`src/rtl/wb_write_port.sv`:
```
// wb_write_port: writer side of the 32x32 register-file write port.
// Buffers ALU results in a small in-order FIFO and load results in a
// one-entry holding register, then issues at most one register-file write
// per clock. Loads drain ahead of the ALU FIFO head. JAL link entries are
// turned into r31 <= pc+4 at enqueue time, and writes to r0 are consumed
// without raising reg_write.
//
// Optional feature macro: WB_SCOREBOARD_EN
//   Adds output pending[31:0]; bit n is high while any buffered entry
//   targets rn (bit 0 is always low). Without the macro there is no pending
//   port and no scoreboard logic.
//
// Handshake: a beat transfers on the posedge where valid && ready. Both
// ready outputs are decoded from registered state only, so valid never
// feeds back into ready combinationally; a producer may hold valid and
// change payload only after the beat has transferred.

module wb_write_port #(
  parameter int ALU_DEPTH = 2,
  parameter int DW        = 32,
  parameter int AW        = 5
) (
  input  logic          clk,
  input  logic          rst,
  input  logic          alu_valid,
  output logic          alu_ready,
  input  logic [AW-1:0] alu_dest,
  input  logic [DW-1:0] alu_data,
  input  logic          alu_link,
  input  logic [DW-1:0] alu_pc,
  input  logic          mem_valid,
  output logic          mem_ready,
  input  logic [AW-1:0] mem_dest,
  input  logic [DW-1:0] mem_data,
  output logic          reg_write,
  output logic [AW-1:0] wr_addr,
  output logic [DW-1:0] wr_data,
  output logic          busy
`ifdef WB_SCOREBOARD_EN
  ,
  output logic [31:0]   pending
`endif
);

  localparam int PW = (ALU_DEPTH > 1) ? $clog2(ALU_DEPTH) : 1;
  localparam int CW = $clog2(ALU_DEPTH + 1);

  // ALU FIFO storage and control
  logic [AW-1:0] fifo_dest_q [ALU_DEPTH];
  logic [DW-1:0] fifo_data_q [ALU_DEPTH];
  logic [PW-1:0] rd_ptr_q, rd_ptr_d;
  logic [PW-1:0] wr_ptr_q, wr_ptr_d;
  logic [CW-1:0] count_q, count_d;

  // Load holding register
  logic          hold_full_q, hold_full_d;
  logic [AW-1:0] hold_dest_q, hold_dest_d;
  logic [DW-1:0] hold_data_q, hold_data_d;

  // Registered write-port outputs
  logic          reg_write_q, reg_write_d;
  logic [AW-1:0] wr_addr_q, wr_addr_d;
  logic [DW-1:0] wr_data_q, wr_data_d;

  // Per-cycle control
  logic          alu_acc;
  logic          mem_acc;
  logic          drain_hold;
  logic          drain_fifo;
  logic [AW-1:0] enq_dest;
  logic [DW-1:0] enq_data;
  logic [AW-1:0] sel_dest;
  logic [DW-1:0] sel_data;

  function automatic logic [PW-1:0] ptr_inc(input logic [PW-1:0] p);
    ptr_inc = (p == PW'(ALU_DEPTH - 1)) ? '0 : p + 1'b1;
  endfunction

  // Ready flags come from registered occupancy only
  assign alu_ready = (count_q < CW'(ALU_DEPTH));
  assign mem_ready = !hold_full_q;

  assign alu_acc = alu_valid && alu_ready;
  assign mem_acc = mem_valid && mem_ready;

  // A full holding register always wins the port; the FIFO head waits
  assign drain_hold = hold_full_q;
  assign drain_fifo = !hold_full_q && (count_q != '0);

  // Link entries become r31 <= pc+4 (wraps modulo 2^DW)
  assign enq_dest = alu_link ? AW'(31) : alu_dest;
  assign enq_data = alu_link ? (alu_pc + DW'(4)) : alu_data;

  assign sel_dest = hold_full_q ? hold_dest_q : fifo_dest_q[rd_ptr_q];
  assign sel_data = hold_full_q ? hold_data_q : fifo_data_q[rd_ptr_q];

  // Next-state: FIFO pointers/count, holding register and write outputs
  always_comb begin
    rd_ptr_d    = rd_ptr_q;
    wr_ptr_d    = wr_ptr_q;
    count_d     = count_q;
    hold_full_d = hold_full_q;
    hold_dest_d = hold_dest_q;
    hold_data_d = hold_data_q;
    reg_write_d = 1'b0;
    wr_addr_d   = wr_addr_q;
    wr_data_d   = wr_data_q;

    if (alu_acc) wr_ptr_d = ptr_inc(wr_ptr_q);
    if (drain_fifo) rd_ptr_d = ptr_inc(rd_ptr_q);

    case ({alu_acc, drain_fifo})
      2'b10:   count_d = count_q + 1'b1;
      2'b01:   count_d = count_q - 1'b1;
      default: count_d = count_q;
    endcase

    if (mem_acc) begin
      hold_full_d = 1'b1;
      hold_dest_d = mem_dest;
      hold_data_d = mem_data;
    end else if (drain_hold) begin
      hold_full_d = 1'b0;
    end

    // r0 entries are consumed silently and leave addr/data untouched
    if ((drain_hold || drain_fifo) && (sel_dest != '0)) begin
      reg_write_d = 1'b1;
      wr_addr_d   = sel_dest;
      wr_data_d   = sel_data;
    end
  end

  // Control and output registers; reset drops every buffered result
  always_ff @(posedge clk or posedge rst) begin
    if (rst) begin
      rd_ptr_q    <= '0;
      wr_ptr_q    <= '0;
      count_q     <= '0;
      hold_full_q <= 1'b0;
      hold_dest_q <= '0;
      hold_data_q <= '0;
      reg_write_q <= 1'b0;
      wr_addr_q   <= '0;
      wr_data_q   <= '0;
    end else begin
      rd_ptr_q    <= rd_ptr_d;
      wr_ptr_q    <= wr_ptr_d;
      count_q     <= count_d;
      hold_full_q <= hold_full_d;
      hold_dest_q <= hold_dest_d;
      hold_data_q <= hold_data_d;
      reg_write_q <= reg_write_d;
      wr_addr_q   <= wr_addr_d;
      wr_data_q   <= wr_data_d;
    end
  end

  // FIFO payload storage; validity is tracked by the pointers and count
  always_ff @(posedge clk) begin
    if (alu_acc) begin
      fifo_dest_q[wr_ptr_q] <= enq_dest;
      fifo_data_q[wr_ptr_q] <= enq_data;
    end
  end

  assign reg_write = reg_write_q;
  assign wr_addr   = wr_addr_q;
  assign wr_data   = wr_data_q;
  assign busy      = (count_q != '0) | hold_full_q | reg_write_q;

`ifdef WB_SCOREBOARD_EN
  logic [ALU_DEPTH-1:0] slot_live;

  // Mark which FIFO slots currently hold a buffered entry
  always_comb begin
    slot_live = '0;
    for (int k = 0; k < ALU_DEPTH; k++) begin
      int off;
      off = k - int'(rd_ptr_q);
      if (off < 0) off = off + ALU_DEPTH;
      slot_live[k] = (off < int'(count_q));
    end
  end

  // Pending bit per register: set while any buffered entry targets it
  always_comb begin
    pending = '0;
    for (int n = 1; n < 32; n++) begin
      if (hold_full_q && (hold_dest_q == AW'(n))) pending[n] = 1'b1;
      for (int k = 0; k < ALU_DEPTH; k++) begin
        if (slot_live[k] && (fifo_dest_q[k] == AW'(n))) pending[n] = 1'b1;
      end
    end
  end
`endif

endmodule

```
`config.mk`:
```
export PLATFORM = sky130hd
export DESIGN_NAME = wb_write_port
export DESIGN_NICKNAME = d
export VERILOG_FILES = /design/src/rtl/wb_write_port.sv
export SDC_FILE = /design/constraint.sdc
export NUM_CORES = 1
export LEC_CHECK = 0
export ABC_AREA = 1
export CAP_MARGIN = 20
export CORE_ASPECT_RATIO = 1.75
export CORE_MARGIN = 2
export CORE_UTILIZATION = 50
export CTS_BUF_LIST = sky130_fd_sc_hd__clkbuf_16
export DETAILED_ROUTE_END_ITERATION = 7
export GPL_ROUTABILITY_DRIVEN = 0
export PLACE_DENSITY_LB_ADDON = 0.15
export SLEW_MARGIN = 20
export SYNTH_ARGS = -nofsm -noshare
export SYNTH_HDL_FRONTEND = slang
export SYNTH_SLANG_ARGS = --single-unit
```
`constraint.sdc`:
```
create_clock -name clk -period 3.78 [get_ports clk]
set_clock_uncertainty 0.05 [all_clocks]
set_input_delay 1.134 -clock clk [delete_from_list [all_inputs] [get_ports clk]]
set_output_delay 1.134 -clock clk [all_outputs]
set_load 0.005 [all_outputs]
```
======== Yosys cells after proc, flatten, opt, wreduce, memory -nomap -nowiden ========
Memory sizes are Yosys's and may differ from the RTL's.
Index checks and enable logic that the tools add are counted.
word-level totals
  input port bits ......................... 111
  register bits after elaboration ......... 80
  word-level logic and storage cells ...... 41
  memory bits (writable) .................. 74
  memories kept ........................... 2
  output and inout bits ................... 41
memory list
  name         words  width  rd ports  clocked after Yosys merged registers in  wr ports  line  source
  fifo_data_q  2      32     1         0                                        1         50    logic [DW-1:0] fifo_data_q [ALU_DEPTH];
  fifo_dest_q  2      5      1         0                                        1         49    logic [AW-1:0] fifo_dest_q [ALU_DEPTH];
cells by class
  equality and inequality tests ........... 2
  add/subtract/negate cells ............... 5
  $lt $le $gt $ge ......................... 1
  mux-type cells .......................... 11
  reductions and logical operators ........ 9
  bitwise operators ....................... 2
operators by type and width
  kind                   number
  $mux 32                2
  $add 32x3->32 const B  1
  $mux 5                 2
  $mux 1                 6
  $reduce_bool 5->1      1
  $logic_and 1x1->1      4
  $pmux 2 s2             1
  $reduce_bool 2->1      2
  $add 1x1->1 const B    2
  $add 2x1->2 const B    1
  $eq 2x1->1 const B     1
  $eq 2x2->1 const B     1
  $lt 2x2->1 const B     1
  $or 1x1->1             2
  $sub 2x1->2 const B    1
  $logic_not 1->1        1
  $logic_or 1x1->1       1

======== Depth between registers and ports, before layout ========
  word-level depth ........................ 5
  depth in mapped cells ................... 10
  depth with buffers taken out ............ 10

======== Worst setup path after synthesis ========
OpenSTA, ideal clock, no wires.
  path type ............................... input port to flip-flop
  start ................................... input alu_valid
  end ..................................... memory fifo_data_q[0][0], enable pin
  slack ................................... 0.490 ns
  setup time .............................. 0.431 ns
  data arrival time ....................... 2.809 ns
  buffers on the path ..................... 0
  data required time ...................... 3.299 ns
  stages on the path ...................... 2
  cells stage by stage .................... nand2_1 > nor2_1
on the way
  cells in the longest elaborated chain, start to end .. 3
ends and longest elaborated chain
  what                          line  source
  start: declaration            25    input logic alu_valid,
  $logic_and 1x1->1             83    assign alu_acc = alu_valid && alu_ready;
  $mux 1                        161   if (alu_acc) begin
  $mux 1 (implied by the code)  163   fifo_data_q[wr_ptr_q] <= enq_data;
  end: declaration              50
No other way between the ends.

======== Final worst setup path ========
  start ................................... register count_q[0]
  end ..................................... output busy
on the way
  cells in the longest elaborated chain, start to end .. 3
ends and longest elaborated chain
  what                      line  source
  start: declaration        53    logic [CW-1:0] count_q, count_d;
  start signal: assignment  149   count_q <= count_d;
  $reduce_bool 2->1         170   assign busy = (count_q != '0) | hold_full_q | reg_write_q;
  $or 1x1->1 (2 in a row)   170
  end: declaration          38    output logic busy
No other way between the ends.

==> impl_metrics.tcl <==
set metrics [dict create \
    syn2layout_area_growth_pct 30.8 \
    design_area_mm2 0.00949 \
    synth_commonest_cells "411 x nand2_1, 83 x nor2_1, 80 x dfrtp_1" \
    drt_iter0_drc 394 \
    fin_util_pct 66.4 \
    grt_pass1_wl_mm 28.7 \
    cts_root_buf "clkbuf_16" \
    yosysUniqueCellTypes 29 \
    fin_ws_ps 595 \
    grt.met1_usage_pct 31.1 \
    grtUsageMet3_pct 3.97 \
    portBuffers 151 \
    p_switching_mw 1.79 \
    syn_area_per_cell_um2 8.43 \
    drv_slew 0 \
    grt.busiest_layer "met2" \
    clock-sinks 154 \
    synth-main-ff-cell "dfrtp_1" \
    worstHoldStart "wr_addr[1]$_DFFE_PP0P_" \
    worst_pin_slew_ps 705 \
    fin_setup_tns_ps 0 \
    ys_ff_latch 154 \
    via_per_inst 5.09 \
    std_cell_rows 58 \
    crit_path_end_kind "primary output" \
    crit_fanout 5 \
    grt_pass1_vias 5851 \
    final_cells 1200 \
    period_share_pct 84.3 \
    io_pins 152 \
    yosysTopAreaCell "edfxtp_1" \
    met2_usage_pct 40.8 \
    pwr-share-clk_pct 26.7 \
    power.density_mw_per_mm2 604 \
    insertion_delay_ps 410 \
    crit_buf_inv 2 \
    grt_usage_pct 24.2 \
    seqCellArea_mm2 0.00422 \
    synth_area_leaders "edfxtp_1 31%, dfrtp_1 28%, nand2_1 21%" \
    max_freq_mhz 314 \
    synth-seq-area-share_pct 58.2 \
    pre_cts_ws_ps 617 \
    cts_max_level 4 \
    power.leakage_nw 4.19 \
    multi_input_area_mm2 0.00278 \
    cp.depth 4 \
    startpoint_type "register" \
    relSlewSlack_pct 52.9 \
    finalPower_mw 5.74 \
    fillers 1182 \
    status "finished, final reports clean" \
    clkTransAtPathRegs_ps 60 \
    cts_inserted_buffers 17 \
    hold_class "reg -> reg" \
    cp_cell_sequence "nor3_1 > inv_2 > or2_2 > clkdlybuf4s50_1" \
    syn_area_mm2 0.00726 \
    grt_max_degree 53 \
    hold_buffers 0 \
    grt.overflow.total 0 \
    routedWlPerCell_um 14.8 \
    drc_errors 0 \
    synth_edf_count 74 \
    yosys_warnings 0 \
    crit_type "reg -> out" \
    drt_wl_total_mm 17.8 \
    reg2regPathDepth 7 \
    rsz0062_at_grt "no" \
    cpLargestDelayFamily "simple AND/OR/NAND/NOR gates" \
    vdd_drop_max_mv 0.277 \
    p_int_mw 3.95 \
    dieHeight_um 163 \
    setup_viol 0 \
    hold_viol 0 \
    slowest_delay_ps 440 \
    synth_top_cell_area_share_pct 30.6 \
    syn-num-nets 974 \
    arrival_ps 2000 \
    antenna_found_initial 0 \
    cap_violations 0 \
    die_x_um 95.1 \
    holdPathStages 2 \
    r2r_start "drain_hold$_DFF_PP0_" \
    dieArea_mm2 0.0155 \
    cts_buffer_depth 2 \
    synthArstFlopShare_pct 51.9 \
    firstDrtPassIters 5 \
    slowest_stage "clkdlybuf4s50_1" \
    vias 6105 \
    post_cts_buffers 0 \
    dpl.cell_count 1168 \
    cts_tree "done" \
    dp_hpwl_mm 12.6 \
    start_util_pct 50.8 \
    period_needed_ps 3190 \
    ctsResizeCount 0 \
    whs_ps 418 \
    critPathLaunch "count_q[0]$_DFFE_PP0P_" \
    dpl_cell_area_mm2 0.00896 \
    synth.most_common_cell "nand2_1" \
    cp.required_ps 2600 \
    p_sw_share_pct 31.1 \
    coreArea_mm2 0.0143 \
    syn_inst 861 \
    antenna_left 0 \
    combPwrFrac_pct 30.9 \
    diodes 0 \
    fin_nets 1120 \
    drive_above_1_share_pct 5.59 \
    p_seq_share_pct 42.3 \
]
-- state kept, by name (all words and copies together) (netlist names) --
name	flops
reg_write	1
wr_addr	5
wr_ptr_q	1
count_q	2
drain_hold	1
hold_dest_q	5
fifo_data_q	64
hold_data_q	32
rd_ptr_q	1
fifo_dest_q	10
wr_data	32
-- worst reg2reg max path: stages (launching register included) --
cell	delay, ps
dfrtp_1	430
inv_2	330
buf_4	510
nand2_1	180
inv_1	320
buf_4	380
nand2_1	170
nand2_1	100
-- cell families after synthesis --
logic type | share of synthesized area, %
DFF | 58.2
AOI/OAI and AO/OA | 4.64
buffers and inverters | 3.78
adders and majority gates | 0.345
xor gates and xnor gates | 2.17
and+or+nand+nor | 30.9
-- path summary, 6_finish.rpt --
check,end,slack (ps)
min in group asynchronous,wr_data[24]$_DFFE_PP0P_,1090
worst min-delay path,wr_addr[1]$_DFFE_PP0P_,420
worst max-delay path,busy,590
max in group asynchronous,wr_data[4]$_DFFE_PP0P_,1920
worst min register to register,wr_addr[1]$_DFFE_PP0P_,420
worst max register to register,hold_data_q[5]$_DFFE_PP0P_,1240
-- cell usage in the layout (no fill, tap or decap), drive strengths merged, types with 9 or more instances in the layout --
| cell type | synthesis | routed |
|---|---|---|
| nand3b | 9 | 9 |
| clkbuf | 22 | 17 |
| clkdlybuf4s50 | 0 | 151 |
| nand3 | 49 | 49 |
| edfxtp | 74 | 74 |
| o21ai | 20 | 20 |
| xnor2 | 10 | 10 |
| a31oi | 32 | 32 |
| nor2 | 84 | 84 |
| nand2 | 411 | 411 |
| dfrtp | 80 | 80 |
| inv | 28 | 35 |
| buf | 15 | 13 |
-- routing by layer --
layer | share of wire (%) | wire, um
met1 | 42 | 7420
met2 | 51 | 9040
met3 | 5.1 | 905
met4 | 2.3 | 404
met5 | 0 | 0
-- final cells by class --
type | instances | share of cell area [%]
multi-input cells | 641 | 29.2
clock inverters | 15 | 1.17
flip-flops and latches | 154 | 44.5
repair buffers | 164 | 17.1
inverters | 29 | 1.16
well taps | 180 | 2.37
clock buffers | 17 | 4.48
-- power by group through the flow --
stage          Clock (mW)  Combinational [mW]  Sequential [mW]
4_1_cts              1.56                1.79             2.43
3_5_place_dp            0                1.78             2.46
2_1_floorplan           0               0.931             2.45
5_1_grt              1.63                1.98             2.48
3_3_place_gp            0                1.74             2.45
6_report             1.53                1.77             2.43
(Power assumes the default switching activity.)
